**src/rtl/mux_arb_pkg.sv**
```systemverilog
// Shared types, defaults and helpers for the round-robin mux-select arbiter.
package mux_arb_pkg;

   typedef enum logic {
      IDLE  = 1'b0,
      GRANT = 1'b1
   } arb_state_t;

   localparam int N_DEF        = 4;
   localparam int SEL_W_DEF    = 2;
   localparam int MAX_HOLD_DEF = 16;
   localparam int HOLD_W_DEF   = 5;

   // Index of the set bit in a one-hot vector; OR-reduction keeps it a flat gate tree.
   function automatic int onehot_to_idx(input logic [31:0] oh);
      int r;
      r = 0;
      for (int i = 0; i < 32; i++) begin
         if (oh[i]) r = r | i;
      end
      return r;
   endfunction

endpackage

```
**src/rtl/mux_rr_arbiter_rr_pick.sv**
```systemverilog
// Combinational round-robin picker: first set request at or after ptr, wrapping mod N.
module rr_pick
   import mux_arb_pkg::*;
#(
   parameter int N     = N_DEF,
   parameter int SEL_W = SEL_W_DEF
) (
   input  logic [N-1:0]     req,
   input  logic [SEL_W-1:0] ptr,
   output logic             any,
   output logic [SEL_W-1:0] idx
);

   logic [2*N-1:0] req2;
   logic [2*N-1:0] keep_mask;
   logic [2*N-1:0] masked;
   logic [2*N-1:0] lowest;
   int             pos;

   // Lower copy keeps only indices >= ptr; the upper copy supplies the wrapped-around ones.
   for (genvar gi = 0; gi < N; gi++) begin : g_mask
      assign keep_mask[gi] = (SEL_W'(gi) >= ptr);
   end
   assign keep_mask[2*N-1:N] = '1;

   assign req2   = {req, req};
   assign masked = req2 & keep_mask;
   assign lowest = masked & (~masked + {{(2*N-1){1'b0}}, 1'b1});
   assign any    = |req;

   always_comb begin
      pos = onehot_to_idx(32'(lowest));
      idx = (pos >= N) ? SEL_W'(pos - N) : SEL_W'(pos);
   end

endmodule

```
**src/rtl/mux_rr_arbiter.sv**
```systemverilog
// Round-robin arbiter driving a shared N:1 mux select; grants are held until release or hold timeout.
module mux_rr_arbiter
   import mux_arb_pkg::*;
#(
   parameter int N        = N_DEF,
   parameter int SEL_W    = SEL_W_DEF,
   parameter int MAX_HOLD = MAX_HOLD_DEF,
   parameter int HOLD_W   = HOLD_W_DEF
) (
   input  logic             clk,
   input  logic             rst,
   input  logic [N-1:0]     req,
   input  logic             done,
   output logic [N-1:0]     grant,
   output logic [SEL_W-1:0] sel,
   output logic             valid,
   output logic             expired
);

   if (N < 2 || N > 16 || SEL_W != $clog2(N)) begin : g_bad_sel
      $error("mux_rr_arbiter: N must be 2..16 and SEL_W must equal clog2(N)");
   end
   if ((2 ** HOLD_W) <= MAX_HOLD) begin : g_bad_hold
      $error("mux_rr_arbiter: HOLD_W too narrow for MAX_HOLD");
   end

   localparam logic [HOLD_W-1:0] HOLD_LAST = HOLD_W'((MAX_HOLD == 0) ? 0 : MAX_HOLD - 1);
   localparam logic [SEL_W-1:0]  SEL_LAST  = SEL_W'(N - 1);

   arb_state_t        state_q, state_d;
   logic [N-1:0]      grant_q, grant_d;
   logic [SEL_W-1:0]  sel_q, sel_d;
   logic              valid_q, valid_d;
   logic              expired_q, expired_d;
   logic [SEL_W-1:0]  ptr_q, ptr_d;
   logic [HOLD_W-1:0] hold_cnt_q, hold_cnt_d;

   logic             pick_any;
   logic [SEL_W-1:0] pick_idx;
   logic             owner_req;
   logic             timeout;
   logic             release_now;

   rr_pick #(
      .N     (N),
      .SEL_W (SEL_W)
   ) u_pick (
      .req (req),
      .ptr (ptr_q),
      .any (pick_any),
      .idx (pick_idx)
   );

   // In GRANT, sel_q is the owner index.
   assign owner_req   = req[sel_q];
   assign timeout     = (MAX_HOLD != 0) && (hold_cnt_q == HOLD_LAST);
   assign release_now = !owner_req || done || timeout;

   always_comb begin
      state_d    = state_q;
      grant_d    = grant_q;
      sel_d      = sel_q;
      valid_d    = valid_q;
      expired_d  = 1'b0;
      ptr_d      = ptr_q;
      hold_cnt_d = hold_cnt_q;
      unique case (state_q)
         IDLE: begin
            grant_d = '0;
            valid_d = 1'b0;
            if (pick_any) begin
               grant_d[pick_idx] = 1'b1;
               sel_d             = pick_idx;
               valid_d           = 1'b1;
               hold_cnt_d        = '0;
               state_d           = GRANT;
            end
         end
         GRANT: begin
            if (release_now) begin
               grant_d   = '0;
               valid_d   = 1'b0;
               ptr_d     = (sel_q == SEL_LAST) ? '0 : sel_q + 1'b1;
               expired_d = timeout && owner_req && !done;
               state_d   = IDLE;
            end else begin
               hold_cnt_d = hold_cnt_q + 1'b1;
            end
         end
         default: state_d = IDLE;
      endcase
   end

   always_ff @(posedge clk) begin
      if (rst) begin
         state_q    <= IDLE;
         grant_q    <= '0;
         sel_q      <= '0;
         valid_q    <= 1'b0;
         expired_q  <= 1'b0;
         ptr_q      <= '0;
         hold_cnt_q <= '0;
      end else begin
         state_q    <= state_d;
         grant_q    <= grant_d;
         sel_q      <= sel_d;
         valid_q    <= valid_d;
         expired_q  <= expired_d;
         ptr_q      <= ptr_d;
         hold_cnt_q <= hold_cnt_d;
      end
   end

   assign grant   = grant_q;
   assign sel     = sel_q;
   assign valid   = valid_q;
   assign expired = expired_q;

endmodule

```
**config.mk**
```make
export PLATFORM = sky130hd
export DESIGN_NAME = mux_rr_arbiter
export DESIGN_NICKNAME = d
export VERILOG_FILES = /design/src/rtl/mux_arb_pkg.sv /design/src/rtl/mux_rr_arbiter_rr_pick.sv /design/src/rtl/mux_rr_arbiter.sv
export SDC_FILE = /design/constraint.sdc
export NUM_CORES = 1
export LEC_CHECK = 0
export ABC_CLOCK_PERIOD_IN_PS = 3350
export CORE_MARGIN = 5
export CORE_UTILIZATION = 55
export DETAILED_ROUTE_END_ITERATION = 8
export PLACE_DENSITY_LB_ADDON = 0.12
export SYNTH_ARGS = -nofsm -noshare
export SYNTH_HDL_FRONTEND = slang
export SYNTH_SLANG_ARGS = --single-unit
```
**constraint.sdc**
```tcl
create_clock -name clk -period 3.35 [get_ports clk]
set_clock_uncertainty 0.15 [all_clocks]
set_input_delay 0.5025 -clock clk [delete_from_list [all_inputs] [get_ports clk]]
set_output_delay 0.5025 -clock clk [all_outputs]
set_load 0.03 [all_outputs]
```
### Word level (Yosys, flattened, before mapping)

Cells that the tools add are included.

* bitwise logic cells: 5
* equal/unequal tests: 5
* multiplexer cells: 24
* reductions and logical operators: 12
* order comparisons: 8
* add/subtract/negate cells: 4

Operators with widths (number)
* $and 8x8->8: 2
* $mux 3: 4
* $mux 5: 2
* $pmux 5 s2: 1
* $add 8x1->8 const B: 1
* $mux 2: 4
* $mux 4: 2
* $not 8->8: 1
* $pmux 4 s2: 1
* $lt 2x3->1 const B: 2
* $mux 1: 6
* $reduce_and 2->1: 3
* $add 5x1->5 const B: 1
* $eq 5x4->1 const B: 1
* $ge 1x2->1 const A: 2
* $ge 2x2->1 const A: 2
* $ne 2x2->1 const B: 2
* $pmux 1 s2: 2
* $reduce_or 4->1: 1
* $ge 3x3->1 const B: 1
* $logic_and 1x1->1: 3
* $reduce_or 3->1: 1
* $add 2x1->2 const B: 1
* $bmux 1 s2: 1
* other kinds (8): 11

* register bits: 16
* output and inout port bits: 8
* bits of input ports: 7
* logic and storage cells: 65

### Depth between registers and ports, before layout

* depth after elaboration: 20
* mapped depth: 8
* depth with buffers taken out: 7

### Hierarchy

A second synthesis with hierarchy kept.

* cell total of the unflattened synthesis: 92
* area total of the unflattened synthesis: 808.3 µm²

Modules (own cells, without submodules)
* mux_rr_arbiter: instances 1, sequential area each 320.3 µm², area an instance 734.5 µm², cells an instance 80
* rr_pick: instances 1, sequential area each 0.0 µm², area an instance 73.8 µm², cells an instance 12

### Least setup slack after synthesis

No wires, ideal clock.

* kind: register -> register
* start point: register hold_cnt_q[0]
* end point: register ptr_q[0]
* setup slack: 1.319 ns
* period minus slack after synthesis: 2.031 ns
* data required time: 3.071 ns
* stages on the path, launching flop included: 8
* arrival time: 1.752 ns
* buffers on the path: 0
* setup time: 0.129 ns
* cell sequence: dfxtp_1 ha_1 and3_1 ha_1 or3b_1 o221ai_2 mux2i_1 nor2_1

* cells in the longest elaborated chain, start to end: 3

RTL lines
* from (decl): line mux_rr_arbiter.sv:36 `logic [HOLD_W-1:0] hold_cnt_q, hold_cnt_d;`
* from (signal assigned): line mux_rr_arbiter.sv:110 `hold_cnt_q <= hold_cnt_d;`
* $eq 5x4->1: line mux_rr_arbiter.sv:56 `assign timeout = (MAX_HOLD != 0) && (hold_cnt_q == HOLD_LAST);`
* $logic_or 1x1->1: line mux_rr_arbiter.sv:57 `assign release_now = !owner_req || done || timeout;`
* $reduce_and 2->1 (no source line)
* to (signal assigned): line mux_rr_arbiter.sv:109 `ptr_q <= ptr_d;`
* to (decl): line mux_rr_arbiter.sv:35 `logic [SEL_W-1:0] ptr_q, ptr_d;`

Every way passes these cells.
A chain may end at the register's enable or synchronous reset.

### Worst setup path after layout

* start point: register hold_cnt_q[0]
* end point: register hold_cnt_q[2]

* cells in the longest elaborated chain, start to end: 4
* elaborated cells between the ends (all ways): 7
* those cells by class: 1 x add/sub; 2 x eq/ne; 2 x mux; 2 x reduce/logical

RTL lines
* parallel branches: the longest is 4 deep, another holds $add 5x1->5

Parallel ways; which one is timed is not known. The select of a mux whose other input is x is not followed.

==> metrics.yaml <==
antenna_found_initial: 0
grt_pass1_vias: 761
drt-total-wl_um: 1824
synth_cell_types: 42
fmax_mhz: 452.9
synthAdderAreaFrac_pct: 4.127
grt_pass1_wl_um: 3332
drc: 0
power_leakage_nw: 0.3763
max_slew_margin_pct: 57.72
setup_viol: 0
die_area_um2: 2567
report.final.slew_viol_count: 0
htree_levels: 1
synth_compound_area_share_pct: 26.27
holdBufCountCts: 0
drtIter0Drc: 7
synthFlopType: "dfxtp_1"
clkSinkCount: 16
nNetsFinal: 120
port_buffers: 14
irDropWorstVdd_mv: 0.2503
gp_congestion: 0.7862
stdcell_count: 125
initial_core_util_pct: 59.01
synth_top_family_by_area: "compound AO/OA/AOI/OAI gates"
final_area_um2: 1077
total_power_mw: 0.4357
cts_setup_buffers: 0
critical_path_class: "flip-flop to flip-flop"
synth_edf_count: 0
hold_viol: 0
synth_nets: 106
status: "finished clean"
tightest_slew_ps: 632.3
layout-drive-gt1-share_pct: 12.84
min_period_over_period_pct: 65.91
avgRoutedWirePerCell_um: 14.59
num_vias: 803
synthCells: 96
synth_xor_xnor_area_share_pct: 0
min_period_ps: 2208
path_max_fanout: 5
insertion_delay_ps: 280
cp-start-kind: "flip-flop"
num_io_pins: 15
finalSetupTns_ps: 0
synth_area_um2: 909.6
root_buffer: "clkbuf_4"
cts_resized: 0
routed_via_density: 6.424
hold_path_class: "flip-flop to flip-flop"
muxShareOfSynthArea_pct: 6.052
grt_usage_pct: 16.46
hpwlAfterDp_um: 1397
cts_tree: "yes"
drv_cap: 0
dp.cells: 121
die-width_um: 50.67
die_y_um: 50.67
end_kind: "flip-flop"
arrival_ps: 2270
yosys_warnings: 0
dpl_cell_area_um2: 1041
antenna_cells: 0
p_per_area_nw_per_um2: 404.5
overflow: 0
async_flop_share_pct: 0
coreArea_um2: 1541
syn_to_final_growth_pct: 18.43
dr.pass1.iters: 4
cts_buffers: 3
synth_seq_area_share_pct: 35.21
rows: 14
clk_pin_slew_ps: 100
required_ps: 3410
avgSynthCellArea_um2: 9.475
clockBufferDepth: 2
detail-route-antenna-nets: 0
synth-seq-cells: 16
synth-simple-area-share_pct: 23.93
grt_max_degree: 17
rsz0062_at_grt: "false"
worst paths after layout:
| path | from | endpoint | slack [ps] | cells after the start |
|---|---|---|---|---|
| worst min register to register | grant[3] | grant[3] | 330 | 2 |
| worst max-delay path | hold_cnt_q[0] | hold_cnt_q[2] | 1140 | 7 |
| worst max register to register | hold_cnt_q[0] | hold_cnt_q[2] | 1140 | 7 |
| worst min-delay path | grant[3] | grant[3] | 330 | 2 |
synthesized netlist by cell type, types with 2 or more instances:
master    number  share of area (%)
dfxtp_1       16                 35
clkbuf_1       2               0.83
a21oi_1        6                3.3
ha_1           3                4.1
buf_2          2                1.1
nor2b_1        4                2.8
o41ai_2        2                3.6
nand4b_1       2                1.9
nand3_1        7                3.9
a211oi_1       2                1.7
inv_1          3                1.2
nand4_1        2                1.4
nor2_1         6                2.5
nand2_1        4                1.7
a31oi_1        2                1.4
or2_1          4                2.8
o32ai_1        2                1.9
mux2i_1        3                3.3
report_power, final:
| group | internal, mW | switching (mW) | total (mW) |
|---|---|---|---|
| Sequential | 0.200 | 0.0127 | 0.213 |
| Clock | 0.0661 | 0.0606 | 0.127 |
| Combinational | 0.0425 | 0.0538 | 0.0963 |
critical path, cell delays in order, from the launching register on:
cell and delay [ps]:
dfxtp_1 340, ha_1 230, and3_1 190, ha_1 220
or3b_1 410, o22ai_2 280, nand4b_1 130, a31oi_1 170
layout make-up:
cell class	instances	area, um2
fill	133	464.2
tap	16	20.02
clock buffer	4	36.28
multi-input combinational	72	549.3
timing repair buffer	14	140.1
sequential	16	320.3
inverter	3	11.26
sequential cells by signal (all words and copies together) (netlist names):
signal / flops
sel: 2
expired: 1
state_q: 1
grant: 4
valid: 1
ptr_q: 2
hold_cnt_q: 5
routing by layer:
layer | part of all wire (%) | global-route usage, % | up-vias
met2 | 46 | 25.21 | 21
li1 | - | - | 399
met4 | 2.6 | 7.660 | 0
met5 | 0 | 0 | -
met3 | 3.3 | 3.550 | 6
met1 | 47 | 21.79 | 377
through the flow:
stage / hold WS, ps / util (%) / worst slack (ps)
finish: 329.8 / 69.89 / 1142
global route: 369.1 / 69.89 / 962.3
CTS: 334.5 / 69.89 / 1142
detailed placement: 315.3 / 67.53 / 900.8
global placement: 315.0 / 67.53 / 979.7
floorplan: 311.2 / - / 1319
cells by family (layout without fill, tap and decap cells):
group / count (synthesis) / count (layout)
AOI/OAI and AO/OA: 27 / 27
DFF: 16 / 16
buffers and inverters: 8 / 21
adders and majority gates: 3 / 3
and+or+nand+nor: 37 / 37
muxes: 5 / 5
placed cells by master, fill, tap and decap left out, types with 3 or more instances in the layout:
cell type / netlist / layout
nor2_1: 6 / 6
a21oi_1: 6 / 6
nand2_1: 4 / 4
clkbuf_4: 0 / 3
dfxtp_1: 16 / 16
nor2b_1: 4 / 4
nand3_1: 7 / 7
clkdlybuf4s50_1: 0 / 14
inv_1: 3 / 3
or2_1: 4 / 4
mux2i_1: 3 / 3
ha_1: 3 / 3
Power figures use the tool's default switching activity.
